<file path="config.mk">
export PLATFORM = sky130hd
export DESIGN_NAME = hex_display_scan_flat
export DESIGN_NICKNAME = d
export VERILOG_FILES = /design/src/rtl/hex_display_scan_if.sv /design/src/rtl/hex_display_scan.sv /design/src/flat_wrapper.sv
export SDC_FILE = /design/constraint.sdc
export NUM_CORES = 1
export LEC_CHECK = 0
export ABC_AREA = 1
export BUFFER_PORTS_ARGS = -buffer_cell sky130_fd_sc_hd__buf_4
export CAP_MARGIN = 25
export CORE_UTILIZATION = 36
export CTS_CLUSTER_DIAMETER = 100
export CTS_CLUSTER_SIZE = 28
export DETAILED_ROUTE_END_ITERATION = 8
export PLACE_DENSITY = 0.63
export SYNTH_ARGS = -nofsm -noshare
export SYNTH_HDL_FRONTEND = slang
export SYNTH_SLANG_ARGS = --single-unit
</file>
<file path="constraint.sdc">
create_clock -name clk -period 2.5 [get_ports clk]
set_input_delay 0.625 -clock clk [delete_from_list [all_inputs] [get_ports clk]]
set_output_delay 0.625 -clock clk [all_outputs]
set_load 0.005 [all_outputs]
</file>
<file path="src/rtl/hex_display_scan_if.sv">
// Bundle between the datapath and the display scanner: load strobe and packed
// value inward, per-slot nibble, digit select and status outward.
interface hex_display_scan_if #(
  parameter int NUM_DIGITS = 4
);
  logic                    load;
  logic [4*NUM_DIGITS-1:0] value_in;
  logic                    lzb;
  logic [3:0]              hex_digit;
  logic [NUM_DIGITS-1:0]   digit_sel;
  logic                    blank;
  logic                    pending;
  logic                    frame_upd;

  modport master (
    output load, value_in, lzb,
    input  hex_digit, digit_sel, blank, pending, frame_upd
  );

  modport slave (
    input  load, value_in, lzb,
    output hex_digit, digit_sel, blank, pending, frame_upd
  );
endinterface

</file>
<file path="src/rtl/hex_display_scan.sv">
// Time-multiplexed scanner for a common-anode 7-segment display. New values
// wait in a shadow register and only reach the display at a frame boundary.
module hex_display_scan #(
  parameter int NUM_DIGITS = 4,
  parameter int DIV        = 50000
) (
  input logic clk,
  input logic rst,
  hex_display_scan_if.slave bus
);
  localparam int CW = (DIV > 1) ? $clog2(DIV) : 1;
  localparam int IW = $clog2(NUM_DIGITS);
  localparam logic [CW-1:0] CNT_LAST = CW'(DIV - 1);
  localparam logic [IW-1:0] IDX_LAST = IW'(NUM_DIGITS - 1);

  logic [CW-1:0]           cnt;
  logic [IW-1:0]           idx;
  logic [4*NUM_DIGITS-1:0] shadow;
  logic [4*NUM_DIGITS-1:0] disp;
  logic                    pending_q;
  logic                    frame_upd_q;
  logic                    tick;
  logic                    boundary;
  logic [NUM_DIGITS-1:0]   zero_from;
  logic [3:0]              nib;
  logic                    lead_zero;
  logic                    blank_c;

  assign tick     = (cnt == CNT_LAST);
  assign boundary = tick && (idx == IDX_LAST);

  // A load landing on the boundary edge is written after the commit so the
  // commit sees the old shadow while the new value stays pending.
  always_ff @(posedge clk) begin
    if (rst) begin
      cnt         <= '0;
      idx         <= '0;
      shadow      <= '0;
      disp        <= '0;
      pending_q   <= 1'b0;
      frame_upd_q <= 1'b0;
    end else begin
      cnt <= tick ? '0 : cnt + 1'b1;
      if (tick) begin
        idx <= boundary ? '0 : idx + 1'b1;
      end
      frame_upd_q <= 1'b0;
      if (boundary && pending_q) begin
        disp        <= shadow;
        pending_q   <= 1'b0;
        frame_upd_q <= 1'b1;
      end
      if (bus.load) begin
        shadow    <= bus.value_in;
        pending_q <= 1'b1;
      end
    end
  end

  // zero_from[k] is set when every nibble from digit k up to the top is zero.
  for (genvar k = 0; k < NUM_DIGITS; k++) begin : g_zero
    assign zero_from[k] = ~|disp[4*NUM_DIGITS-1 : 4*k];
  end

  always_comb begin
    nib       = 4'h0;
    lead_zero = 1'b0;
    for (int k = 0; k < NUM_DIGITS; k++) begin
      if (idx == IW'(k)) begin
        nib       = disp[4*k +: 4];
        lead_zero = zero_from[k];
      end
    end
  end

  assign blank_c = bus.lzb && (idx != '0) && lead_zero;

  assign bus.blank     = blank_c;
  assign bus.hex_digit = blank_c ? 4'h0 : nib;
  assign bus.digit_sel = blank_c ? '1 : ~(NUM_DIGITS'(1) << idx);
  assign bus.pending   = pending_q;
  assign bus.frame_upd = frame_upd_q;
endmodule
</file>
<file path="src/flat_wrapper.sv">
// flat-port wrapper written by rule: the top's interface ports become plain ports
module hex_display_scan_flat 
#(
  parameter int NUM_DIGITS = 4,
  parameter int DIV        = 50000
)
  (clk, rst, bus_load, bus_value_in, bus_lzb, bus_hex_digit, bus_digit_sel, bus_blank, bus_pending, bus_frame_upd);
  hex_display_scan_if #(.NUM_DIGITS(NUM_DIGITS)) bus_i ();
  input logic clk;
  input logic rst;
  input wire logic [$bits(bus_i.load)-1:0] bus_load;
  input wire logic [$bits(bus_i.value_in)-1:0] bus_value_in;
  input wire logic [$bits(bus_i.lzb)-1:0] bus_lzb;
  output wire logic [$bits(bus_i.hex_digit)-1:0] bus_hex_digit;
  output wire logic [$bits(bus_i.digit_sel)-1:0] bus_digit_sel;
  output wire logic [$bits(bus_i.blank)-1:0] bus_blank;
  output wire logic [$bits(bus_i.pending)-1:0] bus_pending;
  output wire logic [$bits(bus_i.frame_upd)-1:0] bus_frame_upd;
  assign bus_i.load = bus_load;
  assign bus_i.value_in = bus_value_in;
  assign bus_i.lzb = bus_lzb;
  assign bus_hex_digit = bus_i.hex_digit;
  assign bus_digit_sel = bus_i.digit_sel;
  assign bus_blank = bus_i.blank;
  assign bus_pending = bus_i.pending;
  assign bus_frame_upd = bus_i.frame_upd;
  hex_display_scan #(.NUM_DIGITS(NUM_DIGITS), .DIV(DIV)) u_core (.clk(clk), .rst(rst), .bus(bus_i));
endmodule
</file>
Word level (Yosys, flattened, before mapping)
Cells that the tools add are included.

storage, ports and cells
  input port bits = 20
  logic and storage cells = 44
  flip-flop bits (word level) = 52
  output and inout bits = 11
  memories = 0
  bits in writable memories = 0
  bits in latches = 0
  memory bits (read-only) = 0

operators by class
  add/sub/neg operators = 2
  multipliers = 0
  $lt $le $gt $ge = 0
  bitwise gates (word level) = 1
  eq/ne operators = 4
  muxes and demuxes = 14
  divide/modulo/power cells = 0
  reduce and logical (&&, ||, !) cells = 16
  shifts and indexed selects = 1

operators with widths
  kind                   count
  $mux 4                 6
  $add 16x1->16 const B  1
  $eq 16x16->1 const B   1
  $reduce_or 16->1       1
  $reduce_or 12->1       1
  $reduce_or 8->1        1
  $mux 1                 7
  $eq 2x2->1 const B     2
  $logic_and 1x1->1      4
  $logic_not 1->1        4
  $not 4->4              1
  $reduce_bool 2->1      2
  $reduce_or 4->1        1
  $shl 1x2->4 const A    1
  $add 2x1->2 const B    1
  $eq 2x1->1 const B     1
  $logic_not 2->1        1
  $mux 2                 1
  $reduce_or 2->1        1

Depth between registers and ports, before layout
Gate-level depths: netlist of the first run.

  depth in word-level cells = 8
  depth in mapped cells = 10
  mapped depth without buffers = 10

Worst setup path after synthesis of the first run
Ideal clock, no wire load.

  kind = reg2out
  from = register u_core.idx[0]
  to = output bus_digit_sel[1]
  data required time = 1.875 ns
  slack = 0.686 ns
  arrival time = 1.189 ns
  cell stages (with the launch flop) = 9
  path buffers = 0
  path through = dfxtp_1 -> inv_1 -> ha_1 -> inv_1 -> nand2_1 -> nor3_1 -> and2_0 -> nand2_1 -> nand2_1

on the way
  cells in the longest elaborated chain, start to end = 7
  elaborated cells between the ends (all ways) = 14
  classes of those cells = eq/ne: 3; shift: 1; mux: 5; bitwise: 1; reduce/logical: 4

ends and longest elaborated chain
  element                   RTL line                text
  start: declaration        hex_display_scan.sv:17  logic [IW-1:0] idx;
  start signal: assignment  hex_display_scan.sv:45  idx <= boundary ? '0 : idx + 1'b1;
  $logic_not 2->1           hex_display_scan.sv:69  if (idx == IW'(k)) begin
  $mux 1 (4 in series)      hex_display_scan.sv:69
  $logic_and 1x1->1         hex_display_scan.sv:76  assign blank_c = bus.lzb && (idx != '0) && lead_zero;
  $mux 4 *                  hex_display_scan.sv:80  assign bus.digit_sel = blank_c ? '1 : ~(NUM_DIGITS'(1) << idx);
  end: declaration          flat_wrapper.sv:15      output wire logic [$bits(bus_i.digit_sel)-1:0] bus_digit_sel;

Mark *: on every way between the ends. The rest lies on a longest branch, timed or not.

Worst setup path in the final report of the first run
  from = register u_core.idx[0]
  to = output bus_hex_digit[1]

on the way
  cells in the longest elaborated chain, start to end = 7
  elaborated cells between the ends (all ways) = 16
  classes of those cells = eq/ne: 3; mux: 9; reduce/logical: 4

ends and longest elaborated chain
  element               RTL line                text
  $logic_not 2->1       hex_display_scan.sv:69
  $mux 1 (4 in series)  hex_display_scan.sv:69
  $logic_and 1x1->1     hex_display_scan.sv:76
  $mux 4 *              hex_display_scan.sv:79  assign bus.hex_digit = blank_c ? 4'h0 : nib;
  end: declaration      flat_wrapper.sv:14      output wire logic [$bits(bus_i.hex_digit)-1:0] bus_hex_digit;

Marked as above.

==> results.md, run 1 <==
- Status: finished clean
- Grt met3 use: 0.0328
- DRC viols: 0
- Total congestion overflow: 0
- Ys flop type: dfxtp_1
- RSZ-0062 raised after global routing: false
- Worst R2R Setup Slack: 0.75 ns
- CTS clk-pin slew, worst paths: 0.10 ns
- Number of flops mapped to enable cells by yosys: 0
- Cts bufs inserted: 5
- Clock share of power: 0.389
- Tot Pwr: 1.55 mW
- GPL Wtd Cong: 0.816
- PortBufs: 30
- Initial antenna violation count: 0
- Vias post-DR: 2120
- First-pass GRT wire length: 8.95 mm
- Area Overhead vs Synth: 16.9%
- Grt met2 use: 0.232
- Antenna Nets Post-Route: 0
- Die area: 6930 sq um
- Power share of the combinational group: 0.052
- Seq pwr share: 0.559
- Clock skew: 0.00295 ns
- H-tree levels: 2
- CTS tree: yes
- Synthesized area: 2370 sq um
- Critical path cell sequence: inv_1 -> ha_1 -> inv_2 -> nand3_1 -> o21ai_0 -> o21ai_0 -> buf_4
- Max VDD drop: 0.000254 V
- DR iter-0 viols: 174
- CP arrival: 1.72 ns
- GR peak layer: met2
- Number of synthesized register bits: 52
- CTS Root Cell: clkbuf_8
- Switch Pwr: 357 uW
- Post-Syn Area per Cell: 7.26 sq um
- Seq/Total Area, Yosys: 0.438
- PD cells: 557 nW/um^2
- Final Worst Setup Slack: 0.154 ns
- Clk_lat worst skew: 0.31 ns
- Post-CTS setup buffer count: 0
- Synth area leaders: dfxtp_1 44%, nand2_1 9.3%, nor2_1 9.3%, a21oi_1 5.9%, o21ai_0 5.1%
- Share of layout cells above drive strength 1: 0.160
- Area leader, netlist: dfxtp_1
- Slew headroom: 0.548
- Cells after Synth: 327
- Sw Share: 0.231
- Setup TNS: 0 ns
- Tmin final: 2.35 ns
- Vias in the first global route: 1936
- Core ar.: 6350 sq um
- Setup CP Type: reg2out
- Worst Max-Slew Pin Slew: 0.678 ns
- Proportion of netlist area held by the largest area contributor: 0.438
- IO Pins: 31
- WL final: 5.15 mm
- P_int: 1.19 mW
- Wire length per cell: 11.9 um
- Clock Sinks: 52
- Post-synth cell types: 27
- Die Ht: 83.2 um
- Max frequency: 426 MHz
- N_diodes: 0
- Worst-path fanout max: 6
- First drt pass iteration count: 4
- Final worst-path cycle share: 0.938
- Crit. End Element: output pin
- Die X-Extent: 83.2 um
- Final setup vio count: 0
- # rows: 29
- Final HPWL DP: 3.74 mm
- Post-synthesis net count: 352
- Global routing usage on met1: 0.225
- Nets: 380
- Yosys warns: 0
- Worst path required time: 1.88 ns
- Critical Path Slowest Stage Cell: dfxtp_2
- Crit start category: flip-flop
- Min-delay worst type: reg2reg
- Initial core utilization: 0.374
- Clk buf depth: 2
- Largest net degree at the start of global routing: 23
- Setup slack at placement: 0.389 ns
- Ys async rst share: 0
- Commonest non-fill, non-tap cells in the layout: 59 x nor2_1, 59 x nand2_1, 50 x dfxtp_1
- Total track usage: 0.157
- Fin. max-slew vios: 0
- Leak: 1.06 nW
- Most used cell along the critical path: o21ai_0
- Final Hold Viols: 0
- # Max-Cap Violations: 0
- Avg Vias per Cell: 4.90
- Crit-path max cell delay: 0.35 ns
## worst max-delay path, delay by kind of cell (launching register included)
kind / cells / cell delay (ns)
DFF: 1 / 0.35
adders and majority gates: 1 / 0.28
AOI/OAI and AO/OA: 2 / 0.33
buffers and inverters: 3 / 0.36
and+or+nand+nor: 1 / 0.08
## final timing paths
path	to	depth (start not counted)	from
setup / recovery	bus_hex_digit[1]	7	u_core.idx[0]$_SDFFE_PP0P_
hold / removal	u_core.cnt[0]$_SDFF_PP0_	1	u_core.cnt[0]$_SDFF_PP0_
setup reg to reg	u_core.cnt[8]$_SDFF_PP0_	6	u_core.cnt[0]$_SDFF_PP0_
hold reg to reg	u_core.cnt[0]$_SDFF_PP0_	1	u_core.cnt[0]$_SDFF_PP0_
## cell type report
class / count / area, sq um
multi-input combinational: 236 / 1170
inverter: 26 / 97.6
timing repair buffer: 34 / 255
sequential: 52 / 1040
clock buffer: 5 / 68.8
tap: 77 / 96.3
fill: 664 / 3570
clock inverter: 3 / 46.3
## layer usage
layer / wire length [um] / share of wire
met5: 0 / 0
met4: 99 / 0.019
met3: 202 / 0.039
met2: 2080 / 0.40
met1: 2770 / 0.54
## what timing repair did
| item | in CTS | in global routing |
|---|---|---|
| hold endpoints to repair | 0 | 0 |
| setup endpoints to repair | 0 | 5 |
| gates resized for setup | 0 | 5 |
| hold buffers | 0 | 0 |
## power groups by stage
stage               clock network [mW]  logic (mW)  registers, mW
floorplan                            0      0.0456          0.879
global placement                     0      0.0797          0.884
detailed placement                   0      0.0801          0.884
CTS                              0.617      0.0808          0.865
global route                     0.647      0.0921          0.869
finish                           0.602      0.0797          0.865
## cell usage after synthesis, types with 2 or more instances
master,number
nor3_1,7
nand2_2,2
nand4_1,19
o21ai_0,24
inv_2,2
ha_1,5
xor2_1,6
buf_2,3
dfxtp_1,52
a31oi_1,2
nand3_1,15
nor2_1,59
a21oi_1,28
nor2_4,2
inv_1,24
clkbuf_1,8
nand2_1,59
## through the flow
stage               instances  cell area [sq um]  utilization  hold slack (ns)
floorplan                 327               2370            -            0.418
global placement          425               2660        0.418            0.433
detailed placement        425               2660        0.418            0.444
CTS                       433               2770        0.436            0.468
global route              433               2780        0.437            0.491
finish                    433               2780        0.437            0.459
## logic make-up after synthesis
group	Yosys count	share of synthesized area
buffers and inverters	39	0.0711
xor gates and xnor gates	6	0.0221
and+or+nand+nor	170	0.323
adders and majority gates	5	0.0263
DFF	52	0.438
AOI/OAI and AO/OA	55	0.119
## state kept, by name, summed over array words and instances, names as in the netlist
| name | count |
|---|---|
| u_core.shadow | 16 |
| u_core.cnt | 16 |
| u_core.bus.frame_upd | 1 |
| u_core.bus.pending | 1 |
| u_core.idx | 2 |
| u_core.disp | 16 |
Power figures use the tool's default switching activity.
==> run 2: changes to the inputs <==
- BUFFER_PORTS_ARGS: -buffer_cell sky130_fd_sc_hd__buf_4 -> default
- DONT_BUFFER_PORTS: default -> 1
- PLACE_DENSITY: 0.63 -> 0.59
==> results.md, run 2 (synthesis results as in run 1) <==
- Status: finished clean
- Worst path required time: 1.88 ns
- Vias post-DR: 2033
- Min-delay worst type: in2reg
- Fin. max-slew vios: 0
- Area Overhead vs Synth: 7.17%
- WL final: 5.08 mm
- Leak: 0.915 nW
- # fillers: 669
- Vias in the first global route: 1914
- Largest net degree at the start of global routing: 22
- Total track usage: 0.158
- Final HPWL DP: 3.75 mm
- Cts bufs inserted: 5
- Final Hold Viols: 0
- End point of the worst hold path: u_core.bus.frame_upd$_SDFF_PP0_
- H-tree levels: 2
- Slew headroom: 0.530
- Die Ht: 83.2 um
- Worst Max-Slew Pin Slew: 0.705 ns
- Final setup vio count: 0
- Worst R2R Setup Slack: 0.79 ns
- Sequential Area: 1040 sq um
- Worst-path fanout max: 7
- Die X-Extent: 83.2 um
- Tmin final: 2.35 ns
- IO Pins: 31
- CTS clk-pin slew, worst paths: 0.09 ns
- First-pass GRT wire length: 8.91 mm
- Worst R2R Start: u_core.cnt[0]$_SDFF_PP0_
- CP arrival: 1.73 ns
- Post-layout util: 0.401
- Path depth of the worst reg2reg path: 6
- Placed insts: 394
- Worst hold stages: 1
- Setup TNS: 0 ns
- DR iter-0 viols: 122
- Antenna Nets Post-Route: 0
- Share of layout cells above drive strength 1: 0.0677
- Reg2reg end: u_core.cnt[7]$_SDFF_PP0_
- Clock skew: 0.00655 ns
- Setup CP Type: reg2out
- Clk buf depth: 2
- Initial core utilization: 0.374
- Die area: 6930 sq um
- GPL Wtd Cong: 0.799
- Largest regs: u_core.cnt (16), u_core.disp (16), u_core.shadow (16)
- Final Non-Filler Cells: 402
- Total congestion overflow: 0
- DRC viols: 0
- PortBufs: 0
- Hold Startpoint: rst
- # Max-Cap Violations: 0
- Final worst-path cycle share: 0.941
- Initial antenna violation count: 0
- Final Worst Setup Slack: 0.147 ns
- Crit start category: flip-flop
- Commonest non-fill, non-tap cells in the layout: 59 x nor2_1, 59 x nand2_1, 51 x dfxtp_1
- Max frequency: 425 MHz
- Core ar.: 6350 sq um
- Nets: 349
- Max VDD drop: 0.000238 V
- N_diodes: 0
- Setup slack at placement: 0.463 ns
- CTS tree: yes
- Clk_lat worst skew: 0.31 ns
- Clock Sinks: 52
- # rows: 29
- Multi-input gate area: 1160 sq um
- Avg Vias per Cell: 5.06
- PD cells: 598 nW/um^2
- Crit. End Element: output pin
- Wire length per cell: 12.6 um
- CTS Root Cell: clkbuf_8
- Post-CTS setup buffer count: 0
- RSZ-0062 raised after global routing: false
- First drt pass iteration count: 4
## run 2: power breakdown
group          total, mW  switching (mW)  internal [mW]
Clock              0.610           0.283          0.327
Sequential         0.866          0.0152          0.851
Combinational     0.0453          0.0294         0.0160
## run 2: how the worst max path moves through the flow
stage	start	cells past startpoint	to
3_3_place_gp	u_core.idx[1]$_SDFFE_PP0P_	7	bus_hex_digit[1]
5_1_grt	u_core.idx[1]$_SDFFE_PP0P_	7	bus_hex_digit[1]
4_1_cts	u_core.idx[1]$_SDFFE_PP0P_	7	bus_hex_digit[1]
3_5_place_dp	u_core.idx[1]$_SDFFE_PP0P_	7	bus_hex_digit[1]
6_report	u_core.idx[1]$_SDFFE_PP0P_	7	bus_hex_digit[1]
2_1_floorplan	u_core.idx[0]$_SDFFE_PP0P_	8	bus_digit_sel[1]
## run 2: final cells by class
cell class	count	share of cell area
tap	77	0.0379
clock buffer	6	0.0324
inverter	26	0.0383
sequential	52	0.410
clock inverter	2	0.0152
timing repair buffer	3	0.00885
multi-input combinational	236	0.458
## run 2: repair_timing
action,CTS,global route
setup endpoints to repair,0,4
hold endpoints to repair,0,0
resized for setup,0,1
hold buffers,0,0
## run 2: per-stage QoR
step	hold slack [ns]	power [mW]	instance area, sq um
after floorplan	0.418	0.924	2370
after global placement	0.434	0.930	2420
after detailed placement	0.440	0.931	2420
after CTS	0.361	1.54	2540
after global routing	0.341	1.60	2540
final	0.370	1.52	2540
## run 2: layer usage
| layer | global-route usage | share of wire | up-vias |
|---|---|---|---|
| li1 | - | - | 1068 |
| met1 | 0.218 | 0.53 | 926 |
| met2 | 0.244 | 0.42 | 31 |
| met3 | 0.0298 | 0.027 | 8 |
| met4 | 0.0643 | 0.020 | 0 |
| met5 | 0 | 0 | - |
## run 2: worst max-delay path: stages, from the launching register on
cell and delay, ns:
dfxtp_1 0.38, inv_1 0.08, ha_1 0.23, inv_1 0.17
nand3_1 0.10, nand3_1 0.07, o21ai_0 0.07, o21ai_0 0.31
==> run 3: changes to the inputs <==
- PLACE_DENSITY: 0.59 -> 0.52
==> results.md, run 3 (synthesis results as in run 1) <==
- Fin. max-slew vios: 0
- Largest regs: u_core.cnt (16), u_core.disp (16), u_core.shadow (16)
- Final Non-Filler Cells: 402
- Placed insts: 394
- Initial core utilization: 0.374
- Clk buf depth: 2
- Status: finished clean
- IO Pins: 31
- Final Hold Viols: 0
- Largest net degree at the start of global routing: 23
- Worst Max-Slew Pin Slew: 0.697 ns
- CTS tree: yes
- PortBufs: 0
- CTS clk-pin slew, worst paths: 0.09 ns
- Setup CP Type: reg2out
- Sw Share: 0.213
- Vias post-DR: 1994
- Avg Vias per Cell: 4.96
- PD cells: 585 nW/um^2
- Slew headroom: 0.536
- # rows: 29
- RSZ-0062 raised after global routing: false
- Max frequency: 435 MHz
- N_diodes: 0
- Initial antenna violation count: 0
- Final instance area: 2530 sq um
- Share of layout cells above drive strength 1: 0.0615
- Final HPWL DP: 3.72 mm
- Leak: 0.908 nW
- P_int: 1.16 mW
- Area Overhead vs Synth: 6.53%
- Commonest non-fill, non-tap cells in the layout: 59 x nor2_1, 59 x nand2_1, 52 x dfxtp_1
- Power share of the combinational group: 0.031
- Total track usage: 0.160
- Clock Sinks: 52
- First-pass GRT wire length: 9.00 mm
- Setup slack at placement: 0.522 ns
- First drt pass iteration count: 4
- # fillers: 674
- # Max-Cap Violations: 0
- Seq pwr share: 0.585
- Worst path required time: 1.88 ns
- Wire length per cell: 12.9 um
- Final worst-path cycle share: 0.919
- Final Worst Setup Slack: 0.202 ns
- Crit. End Element: output pin
- Placed inst area: 2420 sq um
- Die area: 6930 sq um
- Min-delay worst type: in2reg
- Switch Pwr: 315 uW
- Clock skew: 0.00347 ns
- Clock share of power: 0.384
- DR iter-0 viols: 99
- Die X-Extent: 83.2 um
- Antenna Nets Post-Route: 0
- Total congestion overflow: 0
- WL final: 5.17 mm
- Setup TNS: 0 ns
- Final setup vio count: 0
- GPL Wtd Cong: 0.788
- Crit start category: flip-flop
- CTS hold repair buffers: 0
- Clk_lat worst skew: 0.30 ns
- Max VDD drop: 0.000259 V
- Resized cells post-CTS: 0
- Cts bufs inserted: 5
- Worst hold stages: 1
- CP arrival: 1.67 ns
- Worst-path fanout max: 6
- Vias in the first global route: 1823
- Nets: 349
- DRC viols: 0
- Post-CTS setup buffer count: 0
- Core ar.: 6350 sq um
- Tmin final: 2.30 ns
- H-tree levels: 2
- CTS Root Cell: clkbuf_8
- Path depth of the worst reg2reg path: 6
- Die Ht: 83.2 um
run 3: cell count changes in the layout (fill, tap and decap cells not counted):
cell	before	now
clkbuf_1	0	1
clkbuf_8	6	5
clkinv_2	0	1
clkinv_4	1	0
dfxtp_1	51	52
dfxtp_2	1	0
run 3: final cells by class:
cell class / count / area, sq um / share of cell area
clock buffers: 6 / 72.6 / 0.0287
well taps: 77 / 96.3 / 0.0381
multi-input cells: 236 / 1160 / 0.460
clock inverters: 2 / 35.0 / 0.0138
inverters: 26 / 97.6 / 0.0386
flip-flops and latches: 52 / 1040 / 0.411
repair buffers: 3 / 22.5 / 0.00890
run 3: path summary, 6_finish.rpt:
path | endpoint | slack, ns | start
setup / recovery | bus_digit_sel[2] | 0.20 | u_core.idx[0]$_SDFFE_PP0P_
hold / removal | u_core.bus.frame_upd$_SDFF_PP0_ | 0.39 | rst
setup reg to reg | u_core.cnt[8]$_SDFF_PP0_ | 0.80 | u_core.cnt[0]$_SDFF_PP0_
hold reg to reg | u_core.cnt[0]$_SDFF_PP0_ | 0.46 | u_core.cnt[0]$_SDFF_PP0_
run 3: critical path, cell delays in order, from the launching register on:
cell	delay, ns
dfxtp_1	0.39
inv_1	0.09
ha_1	0.27
inv_1	0.12
nand2_1	0.05
nor3_1	0.12
and2_0	0.14
nand2_1	0.09
nand2_1	0.09
run 3: layer usage:
layer / track usage / vias up / wire length [um]
li1: - / 1077 / -
met1: 0.248 / 879 / 2910
met2: 0.215 / 36 / 1980
met3: 0.0388 / 2 / 248
met4: 0.0423 / 0 / 29
met5: 0 / - / 0
run 3: power by group through the flow:
stage	registers, mW	clock network (mW)	logic [mW]
2_1_floorplan	0.879	0	0.0456
3_3_place_gp	0.885	0	0.0455
3_5_place_dp	0.885	0	0.0455
4_1_cts	0.866	0.588	0.0462
5_1_grt	0.870	0.627	0.0564
6_report	0.866	0.568	0.0456
run 3: metrics by stage:
step           utilization  total power [mW]  hold slack (ns)
6_report             0.398              1.48            0.386
2_1_floorplan            -             0.924            0.418
3_5_place_dp         0.381             0.931            0.445
3_3_place_gp         0.381             0.931            0.433
5_1_grt              0.398              1.55            0.355
4_1_cts              0.398              1.50            0.371
